--- config.mk ---
export PLATFORM = sky130hd
export DESIGN_NAME = pipelined_adder
export DESIGN_NICKNAME = d
export VERILOG_FILES = /design/src/rtl/pipelined_adder.sv
export SDC_FILE = /design/constraint.sdc
export NUM_CORES = 1
export LEC_CHECK = 0
export CAP_MARGIN = 20
export CORE_ASPECT_RATIO = 0.8
export CORE_MARGIN = 4
export CORE_UTILIZATION = 40
export CTS_BUF_LIST = sky130_fd_sc_hd__clkbuf_8
export DETAILED_ROUTE_END_ITERATION = 12
export GPL_ROUTABILITY_DRIVEN = 0
export PLACE_DENSITY = 0.71
export SLEW_MARGIN = 20
export SYNTH_ARGS = -nofsm -noshare
export SYNTH_HDL_FRONTEND = slang
export SYNTH_SLANG_ARGS = --single-unit
--- constraint.sdc ---
create_clock -name clk -period 9.32 [get_ports clk]
set_input_delay 1.864 -clock clk [delete_from_list [all_inputs] [get_ports clk]]
set_output_delay 1.864 -clock clk [all_outputs]
set_load 0.05 [all_outputs]
--- src/rtl/pipelined_adder.sv ---
// Pipelined add/subtract unit: one CHUNK-bit slice per stage, carry registered
// between stages, skew/de-skew registers keep each result's slices aligned.
module pipelined_adder #(
    parameter int WIDTH = 16,
    parameter int CHUNK = 4
) (
    input  logic             clk,
    input  logic             rst,
    input  logic             in_valid,
    output logic             in_ready,
    input  logic [WIDTH-1:0] a,
    input  logic [WIDTH-1:0] b,
    input  logic             cin,
    input  logic             sub,
    output logic             out_valid,
    input  logic             out_ready,
    output logic [WIDTH-1:0] sum,
    output logic             cout,
    output logic             ovf
);

    localparam int NSTG = WIDTH / CHUNK;
    localparam int LAST = NSTG - 1;

    if (WIDTH % CHUNK != 0) begin : g_bad_chunk
        $error("WIDTH must be a multiple of CHUNK");
    end

    logic             w_adv;
    logic             w_ovf;
    logic [WIDTH-1:0] w_pa [NSTG];
    logic [WIDTH-1:0] w_pb [NSTG];
    logic [WIDTH-1:0] w_ps [NSTG];
    logic [WIDTH-1:0] w_ns [NSTG];
    logic             w_pc [NSTG];
    logic             w_pv [NSTG];
    logic             w_nc [NSTG];
    logic [CHUNK:0]   w_sl [NSTG];

    // Stage k holds operands still to be resolved (skew) and finished low
    // slices (de-skew); the last stage doubles as the output register.
    logic [WIDTH-1:0] r_a [NSTG];
    logic [WIDTH-1:0] r_b [NSTG];
    logic [WIDTH-1:0] r_s [NSTG];
    logic             r_c [NSTG];
    logic             r_v [NSTG];
    logic             r_ovf;

    assign w_adv    = !r_v[LAST] || out_ready;
    assign in_ready = w_adv;

    always_comb begin
        w_pa[0] = a;
        w_pb[0] = sub ? ~b : b;
        w_ps[0] = '0;
        w_pc[0] = cin ^ sub;
        w_pv[0] = in_valid && w_adv;
        for (int k = 1; k < NSTG; k++) begin
            w_pa[k] = r_a[k-1];
            w_pb[k] = r_b[k-1];
            w_ps[k] = r_s[k-1];
            w_pc[k] = r_c[k-1];
            w_pv[k] = r_v[k-1];
        end
        for (int k = 0; k < NSTG; k++) begin
            w_sl[k] = {1'b0, w_pa[k][k*CHUNK +: CHUNK]}
                    + {1'b0, w_pb[k][k*CHUNK +: CHUNK]}
                    + {{CHUNK{1'b0}}, w_pc[k]};
            w_ns[k] = w_ps[k];
            w_ns[k][k*CHUNK +: CHUNK] = w_sl[k][CHUNK-1:0];
            w_nc[k] = w_sl[k][CHUNK];
        end
        w_ovf = (w_pa[LAST][WIDTH-1] == w_pb[LAST][WIDTH-1])
             && (w_ns[LAST][WIDTH-1] != w_pa[LAST][WIDTH-1]);
    end

    always_ff @(posedge clk) begin
        if (rst) begin
            for (int k = 0; k < NSTG; k++) begin
                r_a[k] <= '0;
                r_b[k] <= '0;
                r_s[k] <= '0;
                r_c[k] <= 1'b0;
                r_v[k] <= 1'b0;
            end
            r_ovf <= 1'b0;
        end else if (w_adv) begin
            for (int k = 0; k < LAST; k++) begin
                r_a[k] <= w_pa[k];
                r_b[k] <= w_pb[k];
                r_s[k] <= w_ns[k];
                r_c[k] <= w_nc[k];
                r_v[k] <= w_pv[k];
            end
            r_v[LAST] <= w_pv[LAST];
            // Result registers only change when a real op lands.
            if (w_pv[LAST]) begin
                r_s[LAST] <= w_ns[LAST];
                r_c[LAST] <= w_nc[LAST];
                r_ovf     <= w_ovf;
            end
        end
    end

    assign out_valid = r_v[LAST];
    assign sum       = r_s[LAST];
    assign cout      = r_c[LAST];
    assign ovf       = r_ovf;

endmodule
# Yosys cells after proc, flatten, opt, wreduce, memory -nomap -nowiden
# Memories as Yosys holds them, arrays and structs flattened.
# Cells that the tools add are included.
word_totals:
  register_bits: 1
  ramBits: 200
  inputBits: 38
  output_inout_bits: 20
  word_cells: 69
  n_memories: 5
classes:
  addsub: 8
  n_eq_ne: 2
  mux: 28
  n_bitwise: 20
  n_reduce_logical: 5
mem_list:
  columns: ["memory", "depth", "width", "read_ports", "rd_ports_with_merged_regs", "write_ports", "line_no", "text"]
  rows:
  - ["r_a", 4, 16, 3, 0, 4, "42", "logic [WIDTH-1:0] r_a [NSTG];"]
  - ["r_b", 4, 16, 3, 0, 4, "43", "logic [WIDTH-1:0] r_b [NSTG];"]
  - ["r_s", 4, 16, 4, 0, 4, "44", "logic [WIDTH-1:0] r_s [NSTG];"]
  - ["r_c", 4, 1, 4, 0, 4, "45", "logic r_c [NSTG];"]
  - ["r_v", 4, 1, 4, 0, 4, "46", "logic r_v [NSTG];"]
op_table:
  columns: ["op", "count"]
  rows:
  - ["16-bit 2-to-1 mux", 11]
  - ["4-bit by 4-bit adder with 5-bit output", 4]
  - ["5-bit by 1-bit adder with 5-bit output", 4]
  - ["1-bit bitwise OR", 18]
  - ["1-bit 2-to-1 mux", 17]
  - ["16-bit NOT", 1]
  - ["1-bit logical AND", 2]
  - ["2-bit AND reduction", 1]
  - ["1-bit == test", 1]
  - ["1-bit zero test", 1]
  - ["1-bit logical OR", 1]
  - ["1-bit inequality test", 1]
  - ["1-bit bitwise XOR", 1]

# Longest topological paths before layout
# Gate-level depths: netlist (run 1).
# An unclocked memory read counts as a cell.
logic_depth:
  depth_word: 7
  depth_mapped: 8
  depth_no_buf: 6

# Least setup slack after synthesis (run 1)
# No wires, ideal clock.
synth_path:
  path_kind: "input port to output port"
  start: "input out_ready"
  end: "output in_ready"
  arrival_time_ns: 2.521
  required_time_ns: 7.456
  slack_ns: 4.935
  cell_stages: 3
  path_buffers: 1
  cell_sequence: "nor2b_4 -> inv_4 -> clkbuf_1"
synth_via:
  elab_chain_cells: 1
synth_rtl:
  columns: ["item", "line_no", "text"]
  rows:
  - ["start, declared", "16", "input logic out_ready,"]
  - ["1-bit logical OR", "49", "assign w_adv = !r_v[LAST] || out_ready;"]
  - ["end, declared", "10", "output logic in_ready,"]
# No other way between the ends.

# Worst setup path after layout (run 1)
# Same ends and word-level chain as after synthesis.

==> results.txt, run 1 <==
fin crit share - 60.8%
vias per inst - 4.70
worst setup path start - out_ready
TritonCTS clock tree - built
drt drc - 0
Port Buf Inserts - 57
Clock Latency Late Sink - 0.35 ns
Post-CTS Setup Repair Bufs - 0
unrepaired setup endpoints after global routing - false
most common cell after layout, fill and taps aside - edfxtp_1
Crit path required time - 7.46 ns
Net Sw Frac - 21.8%
grt ovf - 0
pin slew with the least headroom to its limit - 0.982 ns
CP startpoint kind - primary input
Post-Synth XOR/XNOR Area - 3.79%
Yosys reg bits - 97
core area - 10500 um^2
hold buffer count at cts - 0
vias in the first global route - 2231
simple-gate share of the synthesized area - 14.4%
Post-Synthesis Cells - 299
post-synthesis async set-or-reset flop share - 0%
CP Depth - 4
Critical path destination - in_ready
Worst Skew - 0.00714 ns
H-tree depth - 3
total routed wirelength - 6550 um
synthesis-to-finish area growth - 18.9%
Register-to-Register Path Depth - 5
sequential share of the synthesized area - 66.2%
endpoint type of the worst setup path - output port
Worst path top cell family by delay - buffers and inverters
clock buffer count from CTS - 9
ANT nets after route - 0
worst r2r src - r_c[2]$_SDFFCE_PN0P_
Final setup viols - 0
post-placement setup slack - 3.63 ns
Critical Path Most Common Cell - clkdlybuf4s50_1
hold_ws - 0.546 ns
switching pwr - 0.000199 W
Seq pwr share - 57.3%
total power - 0.000911 W
Internal Power - 0.000713 W
1st-pass router iterations - 4
crit path max fanout - 75
FF-to-FF End - r_c[3]$_DFFE_PP_
syn_area_per_cell - 14.7 um^2
Leak Pwr - 2.29 nW
gr usage total - 10.6%
Yosys cell types - 34
layout cells sized above 1 - 7.06%
power per cell area - 175 nW/um^2
height of the die - 102 um
status - completed
first-pass GRT wire length - 10700 um
Final Util - 49.8%
hpwl dp - 4550 um
Post-Synth Adder-Cell Area - 7.07%
maxcap violations - 0
setup ws final - 3.65 ns
WP buf/inv - 3
final-report hold violation count - 0
commonest non-fill, non-tap cells in the layout - edfxtp_1, and3_1, clkdlybuf4s50_1
share of the synthesized area in the top cell type - 65.7%
Mapped Area - 4390 um^2
Setup CP Type - in -> out
initial antenna violation count - 0
Main synth FF type - edfxtp_1
largest family of logic cells by synthesized area - simple AND/OR/NAND/NOR gates
setup TNS - 0 ns
Die Width - 125 um
io pins - 58
ranking of synthesized cells by area - edfxtp_1, and3_1, fa_1
CTS resizes - 0
# nets final - 407
crit path max-delay cell type - clkdlybuf4s50_1
Initial Utilization - 41.8%
# clock sinks - 97
critical path arrival - 3.81 ns
final number of max-transition violations - 0
Max Root-Sink Buffers - 2
largest net degree at the start of global routing - 80
setup slack, reg-to-reg - 7.33 ns
Synth Area in Compound Gates - 3.45%
Critical Path Max Stage Delay - 0.92 ns
root buffer cell - clkbuf_8
DIE AREA - 12700 um^2
worst min path class - reg -> reg
Ys Warns - 0
fmax - 176 MHz
Detailed Route Iter0 Violations - 196
mux cell area share after synthesis - 0.684%
Vias - 2321
n_diodes - 0
DR WL/cell - 13.3 um
area leader, netlist - edfxtp_1
VDD IR max - 0.0944 mV
number of synthesized flops with an enable pin - 96
relative slew slack - 34.5%
row cnt - 33
crit path cell chain - clkdlybuf4s50_1 -> nor2b_4 -> inv_4 -> clkdlybuf4s50_1
minimum clock period - 5.67 ns
CTS clk-pin slew, worst paths - 0.08 ns
Clock power frac - 31.5%
Mapped Nets - 357
Comb pwr share - 11.2%
cell usage after synthesis, types with 3 or more instances:
cell type   n
a21o_1      7
a21oi_1     9
and3_1     69
buf_4       3
buf_6       6
clkbuf_1    6
edfxtp_1   96
fa_1        8
ha_1       12
inv_1      10
mux2i_1     3
nand3_1     5
nor2_1     18
nor2b_1     4
o21ai_0     3
or3_1       3
xnor2_1    14
xor2_1      5
cell families after synthesis:
family | Yosys count
AOI/OAI and AO/OA | 23
buffers and inverters | 31
and+or+nand+nor | 106
xor gates and xnor gates | 19
muxes | 3
adders and majority gates | 20
DFF | 97
state kept, by name (all words and copies together), names as in the netlist:
signal,count
r_s,40
r_b,24
r_v,4
r_a,24
ovf,1
r_c,4
per-stage QoR:
stage | instances | cell area (um^2)
floorplan | 299 | 4390
global placement | 478 | 5000
detailed placement | 478 | 5000
CTS | 494 | 5220
global route | 494 | 5220
finish | 494 | 5220
layer usage:
metal / part of all wire, % / vias up / GRT usage (%)
li1: - / 1194 / -
met1: 51 / 1046 / 14.6
met2: 41 / 75 / 15.8
met3: 6.3 / 6 / 4.01
met4: 1.2 / 0 / 3.50
met5: 0 / - / 0
how the worst min path moves through the flow:
stage                             from                      end  slack [ns]  cells past startpoint
2_1_floorplan  r_s[2][0]$_SDFFCE_PN0P_  r_s[3][0]$_SDFFCE_PN0P_        0.52                      1
4_1_cts        r_s[2][1]$_SDFFCE_PN0P_  r_s[3][1]$_SDFFCE_PN0P_        0.55                      1
3_5_place_dp   r_s[2][1]$_SDFFCE_PN0P_  r_s[3][1]$_SDFFCE_PN0P_        0.53                      1
3_3_place_gp   r_s[2][1]$_SDFFCE_PN0P_  r_s[3][1]$_SDFFCE_PN0P_        0.52                      1
5_1_grt        r_s[2][1]$_SDFFCE_PN0P_  r_s[3][1]$_SDFFCE_PN0P_        0.57                      1
6_report       r_s[2][1]$_SDFFCE_PN0P_  r_s[3][1]$_SDFFCE_PN0P_        0.55                      1
layout make-up:
type                    instances  area [um^2]
fillers                       943         5270
flip-flops and latches         97         2900
multi-input cells             171         1300
repair buffers                 58          578
well taps                     140          175
clock buffers                   9          124
clock inverters                 7         93.8
inverters                      12         47.5
power groups by stage:
stage	sequential [W]	combinational, W	clock, W
2_1_floorplan	0.000543	0.0000528	0
3_3_place_gp	0.000531	0.000100	0
3_5_place_dp	0.000532	0.000103	0
4_1_cts	0.000522	0.000103	0.000292
5_1_grt	0.000525	0.000112	0.000314
6_report	0.000522	0.000102	0.000287
No activity file was read; power rests on OpenSTA's default activity.
==> run 2: changes to the inputs <==
==> constraint.sdc (replaced) <==
create_clock -name clk -period 5.81 [get_ports clk]
set_input_delay 1.162 -clock clk [delete_from_list [all_inputs] [get_ports clk]]
set_output_delay 1.162 -clock clk [all_outputs]
set_load 0.05 [all_outputs]
==> run 2 against run 1 <==
Against the previous run:
- die area unchanged
- via count decreased by 0.73%
- global-route usage increased by 0.30 points
- clock power up 32%
- register-to-register slack worse by 3.5 ns
- first-iteration DRC count down 0.51%
- setup slack worse by 2.1 ns
- critical path type unchanged
- highest routed layer unchanged
==> results.txt, run 2 (same netlist as run 1, synthesis figures left out) <==
n_diodes - 0 (unchanged)
grt ovf - 0 (unchanged)
root buffer cell - clkbuf_8
VDD IR max - 0.0974 mV (+3.1%)
crit path cell chain - clkdlybuf4s50_1 -> nor2b_4 -> inv_4 -> clkdlybuf4s50_1
routing usage on met1 - 15.7% (+1.1 points)
Min-Delay Path Depth - 1 (unchanged)
total routed wirelength - 6640 um (+1.4%)
largest net degree at the start of global routing - 80 (unchanged)
unrepaired setup endpoints after global routing - false
layout cells sized above 1 - 7.06% (unchanged)
hpwl dp - 4470 um (-1.9%)
vias per inst - 4.66 (-0.73%)
io pins - 58 (unchanged)
number of instances in the placed design - 478 (unchanged)
Final setup viols - 0 (unchanged)
power per cell area - 266 nW/um^2 (+53%)
fin crit share - 74.0%
crit path max-delay cell type - clkdlybuf4s50_1
Detailed Route Iter0 Violations - 195 (-0.51%)
H-tree depth - 3 (unchanged)
# nets final - 407 (unchanged)
Initial Utilization - 41.8% (unchanged)
maxcap violations - 0 (unchanged)
Crit path required time - 4.65 ns (-2.81 ns)
Register-to-Register Path Depth - 5 (unchanged)
Critical Path Max Stage Delay - 0.92 ns (about the same)
critical path arrival - 3.13 ns (-0.68 ns)
Top Registers - r_s: 40 flops, r_a: 24 flops, r_b: 24 flops
TritonCTS clock tree - built
Port Buf Inserts - 57 (unchanged)
Worst Skew - 0.00737 ns (+0.000229 ns)
crit path max fanout - 75 (unchanged)
Max Root-Sink Buffers - 2 (unchanged)
setup TNS - 0 ns (unchanged)
final-report hold violation count - 0 (unchanged)
pin slew with the least headroom to its limit - 0.974 ns (-0.00810 ns)
WP buf/inv - 3 (unchanged)
first-pass GRT wire length - 10900 um (+2.2%)
CP startpoint kind - primary input
initial antenna violation count - 0 (unchanged)
Leak Pwr - 2.26 nW (-1.6%)
CTS clk-pin slew, worst paths - 0.09 ns (about the same)
Post-CTS Setup Repair Bufs - 0 (unchanged)
row cnt - 33 (unchanged)
Worst path top cell family by delay - buffers and inverters
Clock Latency Late Sink - 0.36 ns (about the same)
relative slew slack - 35.1% (+0.54 points)
Critical Path Most Common Cell - clkdlybuf4s50_1
synthesis-to-finish area growth - 17.9%
clock buffer count from CTS - 9 (unchanged)
hold_ws - 0.542 ns (-0.00425 ns)
Vias - 2304 (-0.73%)
filler-free cell count of the finished design - 494 (unchanged)
hold buffer count at cts - 0 (unchanged)
CP Depth - 4 (unchanged)
height of the die - 102 um (unchanged)
commonest non-fill, non-tap cells in the layout - edfxtp_1, and3_1, clkdlybuf4s50_1
ANT nets after route - 0 (unchanged)
DR WL/cell - 13.4 um (+1.4%)
vias in the first global route - 2201 (-1.3%)
CTS resizes - 0 (unchanged)
drt drc - 0 (unchanged)
final number of max-transition violations - 0 (unchanged)
core area - 10500 um^2 (unchanged)
grt met2 use - 15.2% (-0.62 points)
gr usage total - 10.9% (+0.30 points)
1st-pass router iterations - 4 (unchanged)
worst min path class - reg -> reg
GR peak layer - met1
DIE AREA - 12700 um^2 (unchanged)
endpoint type of the worst setup path - output port
Top reg by flops - r_s
# clock sinks - 97 (unchanged)
fmax - 233 MHz
most common cell after layout, fill and taps aside - edfxtp_1
status - completed
Die Width - 125 um (unchanged)
max reg flops - 40 (unchanged)
minimum clock period - 4.30 ns
Setup CP Type - in -> out
M3 GR Usage - 4.38% (+0.37 points)
[run 2: cell types whose count changed in the layout (fill, tap and decap cells not counted)]
cell and delta:
bufinv_16 -2, clkinv_1 +1, clkinvlp_4 +3, inv_1 -1, inv_6 -1
[run 2: final timing paths]
check,to,slack [ns],startpoint
setup / recovery,in_ready,1.51,out_ready
hold / removal,r_s[3][6]$_SDFFCE_PN0P_,0.54,r_s[2][6]$_SDFFCE_PN0P_
setup reg to reg,r_c[3]$_DFFE_PP_,3.83,r_c[2]$_SDFFCE_PN0P_
hold reg to reg,r_s[3][6]$_SDFFCE_PN0P_,0.54,r_s[2][6]$_SDFFCE_PN0P_
[run 2: power breakdown]
| part | internal (W) | leakage, nW | switching (W) | total [W] |
|---|---|---|---|---|
| Combinational | 0.0000776 | 1.06 | 0.0000864 | 0.000164 |
| Sequential | 0.000822 | 1.12 | 0.0000143 | 0.000837 |
| Clock | 0.000155 | 0.0807 | 0.000223 | 0.000378 |
[run 2: cell type report]
| type | instances | area (um^2) |
|---|---|---|
| multi-input combinational | 171 | 1300 |
| sequential | 97 | 2900 |
| inverter | 12 | 47.5 |
| fill | 923 | 5320 |
| timing repair buffer | 58 | 578 |
| clock inverter | 7 | 47.5 |
| clock buffer | 9 | 124 |
| tap | 140 | 175 |
[run 2: per-layer routing]
layer / up-vias / wire length [um]
met5: - / 0
met4: 0 / 88
met3: 6 / 423
met2: 75 / 2670
met1: 1033 / 3460
li1: 1190 / -
[run 2: per-stage QoR]
stage / instance area [um^2] / utilization [%] / power, W / worst slack, ns
2_1_floorplan: 4390 / - / 0.000956 / 2.22
3_3_place_gp: 5000 / 47.7 / 0.00101 / 1.55
3_5_place_dp: 5000 / 47.7 / 0.00102 / 1.50
4_1_cts: 5170 / 49.3 / 0.00139 / 1.49
5_1_grt: 5170 / 49.3 / 0.00144 / 1.42
6_report: 5170 / 49.3 / 0.00138 / 1.51
